## src/rtl/pixel_write_arbiter.sv

```systemverilog
// Merges two buffered pixel-write streams onto the VGA adapter write port with
// round-robin arbitration, off-screen clipping and a full-screen clear sweep.

module pixel_write_arbiter_fifo #(
  parameter int unsigned DEPTH = 4,
  parameter int unsigned W     = 22
) (
  input  logic         clk,
  input  logic         rst_n,
  input  logic         push_i,
  input  logic [W-1:0] data_i,
  input  logic         pop_i,
  output logic [W-1:0] data_o,
  output logic         empty_o,
  output logic         full_o
);

  localparam int unsigned AW = $clog2(DEPTH);
  localparam logic [AW:0] DEPTH_C = (AW+1)'(DEPTH);

  logic [W-1:0]  mem_q [DEPTH];
  logic [AW-1:0] wr_q, rd_q;
  logic [AW:0]   cnt_q;

  always_ff @(posedge clk or negedge rst_n) begin
    if (!rst_n) begin
      wr_q  <= '0;
      rd_q  <= '0;
      cnt_q <= '0;
    end else begin
      if (push_i) wr_q <= wr_q + 1'b1;
      if (pop_i)  rd_q <= rd_q + 1'b1;
      case ({push_i, pop_i})
        2'b10:   cnt_q <= cnt_q + 1'b1;
        2'b01:   cnt_q <= cnt_q - 1'b1;
        default: cnt_q <= cnt_q;
      endcase
    end
  end

  always_ff @(posedge clk) begin
    if (push_i) mem_q[wr_q] <= data_i;
  end

  assign data_o  = mem_q[rd_q];
  assign empty_o = (cnt_q == '0);
  assign full_o  = (cnt_q == DEPTH_C);

endmodule

module pixel_write_arbiter #(
  parameter int unsigned SCREEN_W   = 320,
  parameter int unsigned SCREEN_H   = 240,
  parameter int unsigned FIFO_DEPTH = 4,
  parameter logic [3:0]  BG_COLOUR  = 4'h0
) (
  input  logic       clock,
  input  logic       resetn,
  input  logic       clear_req,
  output logic       clear_busy,
  input  logic       a_valid,
  output logic       a_ready,
  input  logic [8:0] a_x,
  input  logic [8:0] a_y,
  input  logic [3:0] a_colour,
  input  logic       b_valid,
  output logic       b_ready,
  input  logic [8:0] b_x,
  input  logic [8:0] b_y,
  input  logic [3:0] b_colour,
  output logic       writeEn,
  output logic [8:0] x,
  output logic [8:0] y,
  output logic [3:0] colour,
  output logic [7:0] drop_count
);

  typedef struct packed {
    logic [8:0] px;
    logic [8:0] py;
    logic [3:0] pc;
  } pix_t;

  typedef enum logic {ST_ARB, ST_CLEAR} state_t;

  localparam logic [8:0] XLIM = 9'(SCREEN_W);
  localparam logic [8:0] YLIM = 9'(SCREEN_H);
  localparam logic [8:0] XMAX = 9'(SCREEN_W - 1);
  localparam logic [8:0] YMAX = 9'(SCREEN_H - 1);

  state_t     state_q, state_d;
  logic       prefer_b_q, prefer_b_d;
  logic       we_q, we_d;
  logic [8:0] x_q, x_d, y_q, y_d;
  logic [3:0] col_q, col_d;
  logic [7:0] drop_q, drop_d;
  logic [8:0] cx_q, cx_d, cy_q, cy_d;

  logic a_full, a_empty, b_full, b_empty;
  logic a_push, b_push, pop_a, pop_b;
  logic arb_active, sweep_last, clip;
  pix_t a_in, b_in, a_head, b_head, sel;

  // Ready is gated by reset so upstream sees no capacity while held in reset.
  assign a_ready = resetn & ~a_full;
  assign b_ready = resetn & ~b_full;
  assign a_push  = a_valid & a_ready;
  assign b_push  = b_valid & b_ready;
  assign a_in    = '{px: a_x, py: a_y, pc: a_colour};
  assign b_in    = '{px: b_x, py: b_y, pc: b_colour};

  pixel_write_arbiter_fifo #(.DEPTH(FIFO_DEPTH), .W($bits(pix_t))) u_fifo_a (
    .clk(clock), .rst_n(resetn), .push_i(a_push), .data_i(a_in),
    .pop_i(pop_a), .data_o(a_head), .empty_o(a_empty), .full_o(a_full)
  );

  pixel_write_arbiter_fifo #(.DEPTH(FIFO_DEPTH), .W($bits(pix_t))) u_fifo_b (
    .clk(clock), .rst_n(resetn), .push_i(b_push), .data_i(b_in),
    .pop_i(pop_b), .data_o(b_head), .empty_o(b_empty), .full_o(b_full)
  );

  assign sweep_last = (cx_q == XMAX) && (cy_q == YMAX);

  always_ff @(posedge clock or negedge resetn) begin
    if (!resetn) state_q <= ST_ARB;
    else         state_q <= state_d;
  end

  always_comb begin
    state_d = state_q;
    case (state_q)
      ST_ARB:   if (clear_req)  state_d = ST_CLEAR;
      ST_CLEAR: if (sweep_last) state_d = ST_ARB;
      default:  state_d = ST_ARB;
    endcase
  end

  always_comb begin
    clear_busy = (state_q == ST_CLEAR);
    arb_active = (state_q == ST_ARB) && !clear_req;
  end

  // With both heads present the pointer picks the source not granted last.
  always_comb begin
    pop_a = arb_active && !a_empty && (b_empty || !prefer_b_q);
    pop_b = arb_active && !b_empty && (a_empty ||  prefer_b_q);
    sel   = pop_b ? b_head : a_head;
    clip  = (sel.px >= XLIM) || (sel.py >= YLIM);
  end

  always_comb begin
    prefer_b_d = prefer_b_q;
    we_d       = 1'b0;
    x_d        = x_q;
    y_d        = y_q;
    col_d      = col_q;
    drop_d     = drop_q;
    cx_d       = cx_q;
    cy_d       = cy_q;

    if (pop_a) prefer_b_d = 1'b1;
    if (pop_b) prefer_b_d = 1'b0;

    if (state_q == ST_CLEAR) begin
      we_d  = 1'b1;
      x_d   = cx_q;
      y_d   = cy_q;
      col_d = BG_COLOUR;
      if (cx_q == XMAX) begin
        cx_d = '0;
        cy_d = (cy_q == YMAX) ? '0 : cy_q + 1'b1;
      end else begin
        cx_d = cx_q + 1'b1;
      end
    end else begin
      if (clear_req) begin
        cx_d = '0;
        cy_d = '0;
      end
      if (pop_a || pop_b) begin
        if (clip) begin
          if (drop_q != '1) drop_d = drop_q + 1'b1;
        end else begin
          we_d  = 1'b1;
          x_d   = sel.px;
          y_d   = sel.py;
          col_d = sel.pc;
        end
      end
    end
  end

  always_ff @(posedge clock or negedge resetn) begin
    if (!resetn) begin
      prefer_b_q <= 1'b0;
      we_q       <= 1'b0;
      x_q        <= '0;
      y_q        <= '0;
      col_q      <= '0;
      drop_q     <= '0;
      cx_q       <= '0;
      cy_q       <= '0;
    end else begin
      prefer_b_q <= prefer_b_d;
      we_q       <= we_d;
      x_q        <= x_d;
      y_q        <= y_d;
      col_q      <= col_d;
      drop_q     <= drop_d;
      cx_q       <= cx_d;
      cy_q       <= cy_d;
    end
  end

  assign writeEn    = we_q;
  assign x          = x_q;
  assign y          = y_q;
  assign colour     = col_q;
  assign drop_count = drop_q;

endmodule

```

## config.mk

```make
export PLATFORM = sky130hd
export DESIGN_NAME = pixel_write_arbiter
export DESIGN_NICKNAME = d
export VERILOG_FILES = /design/src/rtl/pixel_write_arbiter.sv
export SDC_FILE = /design/constraint.sdc
export NUM_CORES = 1
export LEC_CHECK = 0
export CORE_UTILIZATION = 45
export CTS_CLUSTER_SIZE = 24
export DETAILED_ROUTE_END_ITERATION = 8
export GPL_ROUTABILITY_DRIVEN = 0
export HOLD_SLACK_MARGIN = 0.06
export SLEW_MARGIN = 5
export SYNTH_ARGS = -nofsm -noshare
export SYNTH_HDL_FRONTEND = slang
export SYNTH_SLANG_ARGS = --single-unit
```

## constraint.sdc

```tcl
create_clock -name clock -period 5.57 [get_ports clock]
set_input_delay 0.557 -clock clock [delete_from_list [all_inputs] [get_ports clock]]
set_output_delay 0.557 -clock clock [all_outputs]
set_load 0.01 [all_outputs]
```

# ---- Word level (Yosys, flattened, before mapping)
# Memories as Yosys holds them, arrays and structs flattened.
# Index checks and enable logic that the tools add are counted.
dict set report totals {
  register_bits 65
  ram_bits 176
  in_bits 49
  output_inout_bits 34
  elab_cells 102
  mem_count 2
}
# memory words width read_ports rd_clocked_by_memory_dff wr line
set memory_table {}
lappend memory_table {u_fifo_a.mem_q 4 22 1 0 1 21} ;# logic [W-1:0] mem_q [DEPTH];
lappend memory_table {u_fifo_b.mem_q 4 22 1 0 1 21}
dict set report classes {
  addsub 11
  magnitude_cmp 2
  n_eq_ne 11
  mux 30
  bitwise 7
  n_reduce_logical 24
}
# operator count
set ops {}
lappend ops {{$mux 9} 12}
lappend ops {{$mux 22} 1}
lappend ops {{$add 9x1->9 const B} 2}
lappend ops {{$mux 4} 3}
lappend ops {{$pmux 3 s2} 2}
lappend ops {{$mux 1} 11}
lappend ops {{$reduce_bool 2->1} 5}
lappend ops {{$eq 9x8->1 const B} 1}
lappend ops {{$eq 9x9->1 const B} 1}
lappend ops {{$ge 9x8->1 const B} 1}
lappend ops {{$ge 9x9->1 const B} 1}
lappend ops {{$add 2x1->2 const B} 4}
lappend ops {{$add 8x1->8 const B} 1}
lappend ops {{$ne 8x8->1 const B} 1}
lappend ops {{$add 3x1->3 const B} 2}
lappend ops {{$eq 3x3->1 const B} 2}
lappend ops {{$logic_and 1x1->1} 6}
lappend ops {{$logic_not 3->1} 2}
lappend ops {{$sub 3x1->3 const B} 2}
lappend ops {{$and 1x1->1} 4}
lappend ops {{$eq 2x1->1 const B} 2}
lappend ops {{$eq 2x2->1 const B} 2}
lappend ops {{$logic_not 1->1} 4}
lappend ops {{$logic_or 1x1->1} 4}
lappend ops {{6 further kinds} 9}

# ---- Depth between registers and ports, before layout
dict set report logic_depth {
  word_depth 10
  depth_mapped 11
}

# ---- Modules after synthesis
# Synthesis repeated with hierarchy kept, for this count alone.
dict set report unflattened {
  hier_cells 590
  hier_area_um2 10023.4
}
# module instances cells_each area_per_inst_um2 seq_area_each_um2
set modules_own_cells {}
lappend modules_own_cells {{pixel_write_arbiter_fifo (u_fifo_a)} 1 151 3609.7 2817.7}
lappend modules_own_cells {{pixel_write_arbiter_fifo (u_fifo_b)} 1 152 3608.5 2817.7}
lappend modules_own_cells {pixel_write_arbiter 1 287 2805.2 1276.2}

# ---- Worst setup path after synthesis
# Ideal clock, no wire load.
dict set report synth_timing {
  path_kind {reg2reg}
  start {register u_fifo_b.cnt_q[2]}
  end {register col_q[1], in the netlist colour[1]}
  setup_ps 125
  t_arrival_ps 2384
  required_ps 5445
  slack_ps 3061
  path_stages_with_launch 8
  path_buffers 1
  synth_period_minus_slack_ps 2509
  cell_sequence {dfrtp_1 > or3_4 > o211ai_4 > mux2i_1 > nor4_4 > a2111oi_4 > buf_6 > mux2_4}
}
dict set report synth_between {
  elab_chain_cells 9
}
# element line
set synth_lines {}
lappend synth_lines {{start, declared} 23} ;# logic [AW:0] cnt_q;
lappend synth_lines {{start signal, assigned} 34} ;# 2'b10: cnt_q <= cnt_q + 1'b1;
lappend synth_lines {{start signal, assigned} 35} ;# 2'b01: cnt_q <= cnt_q - 1'b1;
lappend synth_lines {{start signal, assigned} 36} ;# default: cnt_q <= cnt_q;
lappend synth_lines {{$logic_not 3->1 *} 46} ;# assign empty_o = (cnt_q == '0);
lappend synth_lines {{$logic_not 1->1} 146} ;# pop_b = arb_active && !b_empty && (a_empty || prefer_b_q);
lappend synth_lines {{$logic_and 1x1->1 (2 in a row)} 146}
lappend synth_lines {{$mux 22} 147} ;# sel = pop_b ? b_head : a_head;
lappend synth_lines {{$ge 9x9->1 or $ge 9x8->1 (tied branches)} 148} ;# clip = (sel.px >= XLIM) || (sel.py >= YLIM);
lappend synth_lines {{$logic_or 1x1->1} 148}
lappend synth_lines {{$ne 2x2->1 (no line)} --}
lappend synth_lines {{$reduce_and 2->1 (no line)} --}
lappend synth_lines {{end signal, assigned} 208} ;# col_q <= col_d;
lappend synth_lines {{end, declared} 95} ;# logic [3:0] col_q, col_d;
# Mark *: on every way between the ends. The rest lies on a longest branch, timed or not. The select of a mux whose other input is x is not followed.
# A chain may end at the register's enable or synchronous reset.

# ---- Worst setup path in the final report
dict set report layout_timing {
  start {register state_q, in the netlist clear_busy}
  end {register x_q[3], in the netlist x[3]}
}
dict set report layout_between {
  elab_chain_cells 9
}
# element line
set layout_lines {}
lappend layout_lines {{start, declared} 91} ;# state_t state_q, state_d;
lappend layout_lines {{start signal, assigned} 126} ;# else state_q <= state_d;
lappend layout_lines {{$not 1->1} --}
lappend layout_lines {{$logic_and 1x1->1} 140} ;# arb_active = (state_q == ST_ARB) && !clear_req;
lappend layout_lines {{$logic_and 1x1->1 (2 in a row)} 146}
lappend layout_lines {{$mux 22} 147}
lappend layout_lines {{$ge 9x9->1 or $ge 9x8->1 (tied branches)} 148}
lappend layout_lines {{$logic_or 1x1->1} 148}
lappend layout_lines {{$ne 2x2->1 (no line)} --}
lappend layout_lines {{$reduce_and 2->1 (no line)} --}
lappend layout_lines {{end signal, assigned} 197} ;# x_q <= '0;
lappend layout_lines {{end signal, assigned} 206} ;# x_q <= x_d;
lappend layout_lines {{end, declared} 94} ;# logic [8:0] x_q, x_d, y_q, y_d;
# Parallel ways exist; a longest one is shown, timed or not. The select of a mux whose other input is x is not followed.

==> results.yml <==
clocking:
  clkTransAtPathRegs_ns: 0.06
  ctsResizeCount: 0
  root_buffer: "clkbuf_16"
  cts_tree: "yes"
  cts_setup_buffers: 0
  clock_path_buffers: 3
  cts-buffers-inserted: 26
  clock_sinks: 241
  htree_levels: 1
  worstSkewPairLatency_ns: 0.52
  cts.hold.buffers_added: 0
detailed_routing:
  drt_iter0_drc: 338
  viasPerCell: 5.43
  post-route-drc-count: 0
  dr.pass1.iters: 5
  routed_wl_um: 20500
  drt-wirelength-per-cell_um: 20.5
  ant_nets: 0
  vias: 5429
timing:
  timing.slew.headroom: 0.214
  rsz0062_at_grt: "no"
  tns_ns: 0
  drv_slew: 0
  skew_ns: 0.0152
  fin_crit_ns: 3.44
  finalSetupViolations: 0
  fmax_mhz: 291
  final-hold-violation-count: 0
  tightest_slew_ns: 1.16
  fin_crit_sh: 0.618
synthesis:
  async_flop_share: 0.270
  netlist_area_um2: 10100
  synth_edf_count: 176
  ys_seq_area_frac: 0.685
  synthFlopType: "edfxtp_1"
  synth_cell_types: 56
  yosysWarnings: 0
  synth_nets: 659
  avgSynthCellArea_um2: 16.9
  synthCells: 595
  synth_seq_cells: 241
power:
  vdd_drop_max_mv: 0.256
  powerDensity_nw_per_um2: 407
  p_leak_nw: 4.49
grt:
  antenna_found_initial: 0
  grt_max_degree: 67
  overflow: 0
  grt_pass1_wl_um: 32200
  grt_pass1_vias: 5715
  grt_usage: 0.189
run:
  drv_cap: 0
finish:
  fillers: 1748
  syn_to_final_growth_pct: 20.0
  finish.net_count: 762
  post-route-util: 0.553
  drive_gt1_frac: 0.177
floorplan:
  core_um2: 21900
  dieArea_um2: 23000
  start_util: 0.461
  die_w_um: 152
  ioPinCount: 83
  row_count: 54
  die_h_um: 152
placement:
  portBuffers: 82
  dp_hpwl_um: 13800
worst_setup_path:
  arrival_ns: 3.85
  crit_path_end_kind: "flop"
  cp_max_fo: 47
  rr_worst_depth: 10
  worstSetupStartpointType: "flop"
  cp.required_ns: 5.98
  crit_type: "flop to flop"
status:
  outcome: "finished clean"
worst_hold_path:
  hp-class: "input port to asynchronous set/reset pin"
==> routing by layer <==
layer  vias up  share of wire  track usage
li1       2509              -            -
met1      2767           0.43        0.261
met2       130           0.49        0.307
met3        23          0.054       0.0332
met4         0          0.019       0.0535
met5         -              0            0
==> worst max-delay path: stages (launching register included) <==
cell and delay (ns):
dfrtp_1 0.35, buf_4 0.27, nor2_4 0.37, o211ai_4 0.32
buf_4 0.31, inv_2 0.19, nand4_1 0.14, a221oi_2 0.66
a2111oi_4 0.04, buf_4 0.28, mux2_1 0.34
==> report_power, final <==
part           internal (mW)  switching (mW)  leakage, nW
Combinational          0.405           0.417         1.67
Clock                   1.05           0.660        0.420
Sequential              2.21           0.185         2.40
Total                   3.67            1.26         4.49
==> flip-flops by register name, indices dropped and copies added, names as in the netlist, 2 cells and up <==
name / flops
u_fifo_b.mem_q: 88
u_fifo_b.wr_q: 2
x: 9
u_fifo_a.cnt_q: 3
colour: 4
u_fifo_a.rd_q: 2
u_fifo_a.wr_q: 2
u_fifo_a.mem_q: 88
drop_count: 8
y: 9
cx_q: 9
u_fifo_b.cnt_q: 3
cy_q: 9
u_fifo_b.rd_q: 2
==> placed cells by master, fill, tap and decap left out, types with 3 or more instances in the layout <==
master / n
a21oi_1: 8
a22o_1: 3
a31oi_1: 4
and3_1: 18
buf_4: 16
bufinv_16: 3
clkbuf_1: 7
clkbuf_16: 27
clkdlybuf4s50_1: 81
clkinv_1: 4
clkinv_2: 4
dfrtp_1: 65
edfxtp_1: 176
ha_1: 13
inv_1: 18
mux2_1: 5
mux2_2: 6
mux2_4: 10
mux2i_1: 16
mux4_1: 5
mux4_2: 39
nand2_1: 49
nand2b_1: 7
nand3_1: 7
nand4_1: 4
nor2_1: 13
nor2b_1: 3
nor3_2: 3
o21ai_0: 41
o311ai_0: 5
o31ai_1: 6
xnor2_1: 12
xor2_1: 6
==> synth_stat cells, types with 5 or more instances <==
master / count / area, um^2
mux4_1: 5 / 131
xnor2_1: 12 / 105
ha_1: 13 / 163
o311ai_0: 5 / 43.8
nor2_1: 13 / 48.8
mux4_2: 39 / 878
mux2i_1: 16 / 160
mux2_2: 6 / 67.6
nand2b_1: 7 / 43.8
nand3_1: 7 / 35.0
mux2_4: 10 / 150
nand2_1: 49 / 184
clkbuf_1: 8 / 30.0
mux2_1: 5 / 56.3
dfrtp_1: 65 / 1630
xor2_1: 6 / 52.6
o31ai_1: 6 / 45.0
buf_6: 5 / 56.3
buf_2: 5 / 25.0
and3_1: 18 / 113
a21oi_1: 8 / 40.0
o21ai_0: 41 / 205
edfxtp_1: 176 / 5290
inv_1: 18 / 67.6
==> logic make-up after synthesis <==
group	Yosys count	synth area share
flip-flops	241	0.685
AND/OR/NAND/NOR	118	0.0619
multiplexers	81	0.143
AO/OA/AOI/OAI	80	0.0531
buffers and inverters	42	0.0207
XOR/XNOR	18	0.0156
adder cells (fa/ha/maj)	15	0.0201
==> through the flow <==
| stage | setup slack (ns) | power, mW | hold WS [ns] | instances | area (um^2) |
|---|---|---|---|---|---|
| floorplan | 3.06 | 2.88 | 0.261 | 595 | 10100 |
| global placement | 1.91 | 3.24 | 0.473 | 950 | 11200 |
| detailed placement | 1.77 | 3.27 | 0.484 | 950 | 11200 |
| CTS | 2.09 | 5.00 | 0.248 | 998 | 12100 |
| global route | 1.81 | 5.17 | 0.285 | 998 | 12100 |
| finish | 2.13 | 4.93 | 0.231 | 999 | 12100 |
==> worst paths after layout <==
path	from	end	slack [ns]
setup / recovery	clear_busy	x[3]	2.13
hold / removal	resetn	cy_q[7]	0.23
setup reg to reg	clear_busy	x[3]	2.13
hold reg to reg	x[6]	x[6]	0.49
max in group asynchronous	resetn	u_fifo_b.wr_q[1]	4.79
min in group clock	x[6]	x[6]	0.49
==> cell type report <==
| class | count | area, um^2 | area share |
|---|---|---|---|
| Inverter | 19 | 71.3 | 0.00590 |
| Tap cell | 280 | 350 | 0.0290 |
| Antenna cell | 1 | 2.50 | 0.000207 |
| Sequential cell | 241 | 6910 | 0.571 |
| Clock buffer | 36 | 729 | 0.0603 |
| Timing Repair Buffer | 98 | 936 | 0.0774 |
| Multi-Input combinational cell | 312 | 2960 | 0.245 |
| Clock inverter | 12 | 133 | 0.0110 |
Power figures use the tool's default switching activity.
